[config.mk]
export PLATFORM = sky130hd
export DESIGN_NAME = flag_shadow_save
export DESIGN_NICKNAME = d
export VERILOG_FILES = /design/src/rtl/flag_pkg.sv /design/src/rtl/flag_shadow_stack.sv /design/src/rtl/flag_shadow_save.sv
export SDC_FILE = /design/constraint.sdc
export NUM_CORES = 1
export LEC_CHECK = 0
export CAP_MARGIN = 5
export CORE_AREA = 2 2 39 41
export CTS_CLUSTER_DIAMETER = 50
export DETAILED_ROUTE_END_ITERATION = 16
export DIE_AREA = 0 0 41 43
export GPL_TIMING_DRIVEN = 0
export SKIP_CTS_REPAIR_TIMING = 1
export SYNTH_ARGS = -nofsm -noshare
export SYNTH_HDL_FRONTEND = slang
export SYNTH_SLANG_ARGS = --single-unit
[constraint.sdc]
create_clock -name CLK -period 0.85 [get_ports CLK]
set_clock_uncertainty 0.1 [all_clocks]
set_input_delay 0.085 -clock CLK [delete_from_list [all_inputs] [get_ports CLK]]
set_output_delay 0.085 -clock CLK [all_outputs]
set_load 0.005 [all_outputs]
[src/rtl/flag_pkg.sv]
// Shared types and constants for the C/Z flag register and its shadow storage.
package flag_pkg;

    typedef enum logic {
        EMPTY = 1'b0,
        HELD  = 1'b1
    } shad_state_e;

    localparam int unsigned FLAG_STACK_DEPTH = 4;
    localparam int unsigned FLAG_CNT_W       = 3;

endpackage

[src/rtl/flag_shadow_stack.sv]
// Shadow storage for saved C/Z pairs: single entry by default, 4-deep LIFO
// when FLAG_STACK_EN is defined. Top entry and all status are registered.
module flag_shadow_stack
    import flag_pkg::*;
(
    input  logic                  clk_i,
    input  logic                  rst_i,
    input  logic                  push_i,
    input  logic                  pop_i,
    input  logic                  push_c_i,
    input  logic                  push_z_i,
    output logic                  top_c_o,
    output logic                  top_z_o,
    output logic [FLAG_CNT_W-1:0] count_o,
    output logic                  ovf_o,
    output logic                  unf_o
);

`ifdef FLAG_STACK_EN

    localparam logic [FLAG_CNT_W-1:0] FULL = FLAG_CNT_W'(FLAG_STACK_DEPTH);

    logic [1:0]            mem_q [FLAG_STACK_DEPTH];
    logic [FLAG_CNT_W-1:0] cnt_q;
    logic                  ovf_q;
    logic                  unf_q;
    logic [1:0]            top_idx;

    assign top_idx = cnt_q[1:0] - 2'd1;

    // Push+pop at count 0 behaves as a plain push so the new entry is kept.
    always_ff @(posedge clk_i) begin
        if (rst_i) begin
            for (int unsigned i = 0; i < FLAG_STACK_DEPTH; i++) begin
                mem_q[i] <= '0;
            end
            cnt_q <= '0;
            ovf_q <= 1'b0;
            unf_q <= 1'b0;
        end else if (push_i && pop_i) begin
            if (cnt_q == '0) begin
                mem_q[0] <= {push_c_i, push_z_i};
                cnt_q    <= FLAG_CNT_W'(1);
            end else begin
                mem_q[top_idx] <= {push_c_i, push_z_i};
            end
        end else if (push_i) begin
            if (cnt_q == FULL) begin
                ovf_q <= 1'b1;
            end else begin
                mem_q[cnt_q[1:0]] <= {push_c_i, push_z_i};
                cnt_q             <= cnt_q + FLAG_CNT_W'(1);
            end
        end else if (pop_i) begin
            if (cnt_q == '0) begin
                unf_q <= 1'b1;
            end else begin
                cnt_q <= cnt_q - FLAG_CNT_W'(1);
            end
        end
    end

    assign top_c_o = (cnt_q != '0) ? mem_q[top_idx][1] : 1'b0;
    assign top_z_o = (cnt_q != '0) ? mem_q[top_idx][0] : 1'b0;
    assign count_o = cnt_q;
    assign ovf_o   = ovf_q;
    assign unf_o   = unf_q;

`else

    shad_state_e state_q, state_d;
    logic [1:0]  shad_q, shad_d;
    logic        ovf_q, ovf_d;
    logic        unf_q, unf_d;

    always_ff @(posedge clk_i) begin
        if (rst_i) begin
            state_q <= EMPTY;
            shad_q  <= '0;
            ovf_q   <= 1'b0;
            unf_q   <= 1'b0;
        end else begin
            state_q <= state_d;
            shad_q  <= shad_d;
            ovf_q   <= ovf_d;
            unf_q   <= unf_d;
        end
    end

    // A restore leaves the stored pair in place, so a later underflow reads it stale.
    always_comb begin
        state_d = state_q;
        shad_d  = shad_q;
        ovf_d   = ovf_q;
        unf_d   = unf_q;
        case (state_q)
            EMPTY: begin
                if (push_i) begin
                    state_d = HELD;
                    shad_d  = {push_c_i, push_z_i};
                end else if (pop_i) begin
                    unf_d = 1'b1;
                end
            end
            HELD: begin
                if (push_i) begin
                    shad_d = {push_c_i, push_z_i};
                    if (!pop_i) begin
                        ovf_d = 1'b1;
                    end
                end else if (pop_i) begin
                    state_d = EMPTY;
                end
            end
            default: state_d = EMPTY;
        endcase
    end

    assign top_c_o = shad_q[1];
    assign top_z_o = shad_q[0];
    assign count_o = {{(FLAG_CNT_W-1){1'b0}}, state_q == HELD};
    assign ovf_o   = ovf_q;
    assign unf_o   = unf_q;

`endif

endmodule

[src/rtl/flag_shadow_save.sv]
// Architectural C/Z flags with shadow save/restore for interrupt entry/exit.
// Define FLAG_STACK_EN to use a 4-deep shadow LIFO instead of a single entry.
module flag_shadow_save
    import flag_pkg::*;
(
    input  logic CLK,
    input  logic RST,
    input  logic C_IN,
    input  logic Z_IN,
    input  logic FLG_C_LD,
    input  logic FLG_Z_LD,
    input  logic FLG_C_SET,
    input  logic FLG_C_CLR,
    input  logic FLG_SHAD_LD,
    input  logic FLG_LD_SEL,
    output logic C_FLAG,
    output logic Z_FLAG,
    output logic SHAD_C,
    output logic SHAD_Z,
    output logic SHAD_VALID,
    output logic SHAD_OVF,
    output logic SHAD_UNF
);

    logic                  c_q, c_d;
    logic                  z_q, z_d;
    logic                  top_c, top_z;
    logic [FLAG_CNT_W-1:0] shad_cnt;
    logic                  restore;
    logic                  src_c, src_z;

    assign restore = FLG_LD_SEL & (FLG_C_LD | FLG_Z_LD);
    assign src_c   = FLG_LD_SEL ? top_c : C_IN;
    assign src_z   = FLG_LD_SEL ? top_z : Z_IN;

    always_comb begin
        c_d = c_q;
        z_d = z_q;
        if (FLG_C_CLR) begin
            c_d = 1'b0;
        end else if (FLG_C_SET) begin
            c_d = 1'b1;
        end else if (FLG_C_LD) begin
            c_d = src_c;
        end
        if (FLG_Z_LD) begin
            z_d = src_z;
        end
    end

    always_ff @(posedge CLK) begin
        if (RST) begin
            c_q <= 1'b0;
            z_q <= 1'b0;
        end else begin
            c_q <= c_d;
            z_q <= z_d;
        end
    end

    flag_shadow_stack u_stack (
        .clk_i    (CLK),
        .rst_i    (RST),
        .push_i   (FLG_SHAD_LD),
        .pop_i    (restore),
        .push_c_i (c_q),
        .push_z_i (z_q),
        .top_c_o  (top_c),
        .top_z_o  (top_z),
        .count_o  (shad_cnt),
        .ovf_o    (SHAD_OVF),
        .unf_o    (SHAD_UNF)
    );

    assign C_FLAG     = c_q;
    assign Z_FLAG     = z_q;
    assign SHAD_C     = top_c;
    assign SHAD_Z     = top_z;
    assign SHAD_VALID = (shad_cnt != '0);

endmodule

==> impl_metrics.tcl, run 1 <==
set metrics [dict create \
    status "finished with violations" \
    violations "hold timing, setup timing" \
    holdWs_ns -0.0197 \
    wl_um 681 \
    path_clk_slew_ns 0.06 \
    synth_edf_count 0 \
    grt_overflow_total 0 \
    cap_violations 0 \
    avgRoutedWirePerCell_um 10.6 \
    drc_errors 0 \
    path_class "reg -> out" \
    multi_input_area_um2 136 \
    pre_cts_slack_ns -0.431 \
    switching_power_uw 195 \
    cts_buffers 3 \
    clock_latency_ns 0.25 \
    fp.dieH_um 43 \
    dp_hpwl_um 515 \
    r2r-start "u_stack.state_q" \
    grt_first_pass_wirelength_um 1060 \
    path_buf_inv 1 \
    h-tree-depth 1 \
    final_nets 59 \
    min_period_over_period 1.05 \
    yosys_warnings 0 \
    grt_pass1_vias 264 \
    synth.area.top_cells "dfxtp_1 (50%), mux2i_1 (14%), o2bb2ai_1 (6.3%), nor2_1 (4.0%), nor3_1 (3.6%)" \
    critPathLaunch "Z_FLAG" \
    ys.flop_type "dfxtp_1" \
    avgSynthCellArea_um2 10.3 \
    pwr-share-clk 0.384 \
    cp-start-kind "register" \
    syn_inst 27 \
    die-area_mm2 0.00176 \
    syn_nets 37 \
    coreArea_mm2 0.00138 \
    gp_congestion 0.679 \
    dr.pass1.iters 2 \
    ys_top_cells_by_count "dfxtp_1 (7), mux2i_1 (4), nor2_1 (3)" \
    stdcell_count 64 \
    hold_class "in -> reg" \
    worstHoldStart "FLG_Z_LD" \
    dpl_cell_area_um2 459 \
    fp.dieW_um 41 \
    clock-sinks 7 \
    intPower_uw 602 \
    num_rows 14 \
    yosysMostFrequentCell "dfxtp_1" \
    sequentialPowerShare 0.458 \
    cts_buffer_depth 2 \
    area_growth_pct 75.3 \
    start_util 0.202 \
    powerDensity_mw_per_mm2 1630 \
    postSynth.asyncResetShare 0 \
    period_minus_slack_ns 0.893 \
    drive_gt1_frac 0.417 \
    synth-seq-area-share 0.502 \
    power_frac_comb 0.158 \
    tightest_slew_ns 0.302 \
    io_pins 17 \
    cp_cell_sequence "clkbuf_2" \
    tritoncts "built" \
    final_antenna_net_count 0 \
    finalHoldViolations 1 \
    rsz0062_at_grt "yes" \
    first_iter_violations 6 \
    crit_fanout 3 \
    design_area_um2 489 \
    ir_drop_mv 0.562 \
    final_util 0.354 \
    synth_top_area_frac 0.502 \
    yosysTopAreaCell "dfxtp_1" \
    critPathCaptureType "primary output" \
    crit_arrival_ns 0.71 \
    io_buffer_count 16 \
    placedCellCount 59 \
    clock.fmax_mhz 1120 \
    via_per_inst 4.50 \
    max_stage_delay_ns 0.34 \
    grt_max_degree 9 \
    antenna_found_initial 0 \
    cp_slowest_cell "dfxtp_2" \
    p_leak_uw 0.000255 \
    cp.required_ns 0.66 \
    finalSetupViolCount 7 \
    yosysUniqueCellTypes 13 \
    report.final.slew_viol_count 0 \
    setup_ws_ns -0.0430 \
    regArea_um2 149 \
    max-slew-margin-rel 0.798 \
    synth_area_um2 279 \
    fillers 147 \
    ys_seq_elements 7 \
    cts_root_buffer "clkbuf_4" \
    track_usage 0.0935 \
    dr_total_vias 288 \
    antenna_cells 0 \
    sw_frac_of_total 0.244 \
    cpLargestDelayFamily "flip-flops" \
]
-- worst paths after layout --
| check | slack, ns | endpoint | cells past startpoint |
|---|---|---|---|
| max | -0.04 | Z_FLAG | 1 |
| min | -0.02 | Z_FLAG | 2 |
| max reg2reg | 0.01 | u_stack.unf_o | 3 |
| min reg2reg | 0.36 | u_stack.ovf_o | 1 |
-- cell families (layout without fill, tap and decap cells) --
group                  Yosys count  in the layout  share of synthesized area
AOI/OAI and AO/OA                6              6                      0.179
DFF                              7              7                      0.502
and+or+nand+nor                  8              8                      0.148
muxes                            4              4                      0.144
buffers and inverters            2             23                     0.0269
-- layout make-up --
class | count | area share
tap | 16 | 0.0409
clock buffer | 3 | 0.0460
inverter | 2 | 0.0153
sequential | 7 | 0.304
multi-input combinational | 18 | 0.279
clock inverter | 1 | 0.0102
timing repair buffer | 17 | 0.304
-- power by group through the flow --
stage / sequential [uW] / clock (uW) / combinational [uW]
global placement: 370 / 0 / 133
finish: 365 / 306 / 126
global route: 367 / 332 / 138
floorplan: 369 / 0 / 37.4
CTS: 363 / 321 / 136
detailed placement: 370 / 0 / 135
-- registers in the layout (all words and copies together), names as in the netlist --
register and cells:
u_stack.ovf_o 1, u_stack.unf_o 1, C_FLAG 1, u_stack.shad_q 2
u_stack.state_q 1, Z_FLAG 1
-- placed cells by master (no fill, tap or decap) --
master           netlist  final
mux2i_1                4      4
nand2b_1               1      1
or2_1                  1      1
a22o_1                 1      1
buf_6                  0      1
o2bb2ai_1              2      2
dfxtp_2                0      7
inv_1                  2      2
clkdlybuf4s50_1        0      4
clkbuf_2               0      7
nor3_2                 0      1
o21a_1                 1      1
clkbuf_4               0      3
a211oi_1               1      1
nand3b_1               1      1
nor3_1                 2      1
dlymetal6s2s_1         0      5
nor2_1                 3      3
a311oi_1               1      1
clkinv_2               0      1
-- layer usage --
metal / GRT usage / share of wire / up-vias
met5: 0 / 0 / -
met4: 0.0600 / 0.0073 / 0
met3: 0.0471 / 0.088 / 2
met2: 0.122 / 0.46 / 13
met1: 0.116 / 0.44 / 134
li1: - / - / 139
-- through the flow --
stage / total power, uW / TNS [ns] / hold WS [ns]
floorplan: 407 / 0 / 0.0574
global placement: 503 / -3.58 / 0.363
detailed placement: 505 / -3.70 / 0.364
CTS: 820 / -3.80 / 0.321
global route: 836 / -0.402 / -0.00248
finish: 796 / -0.181 / -0.0197
No activity file was read; power rests on OpenSTA's default activity.
==> run 2, diff against run 1 <==
--- a/config.mk
+++ b/config.mk
@@ -5,7 +5,7 @@
 export SDC_FILE = /design/constraint.sdc
 export NUM_CORES = 1
 export LEC_CHECK = 0
-export CAP_MARGIN = 5
+export CAP_MARGIN = 10
 export CORE_AREA = 2 2 39 41
 export CTS_CLUSTER_DIAMETER = 50
 export DETAILED_ROUTE_END_ITERATION = 16
==> results of run 2 <==
Final layout, timing and power as in run 1 (identical DEF).
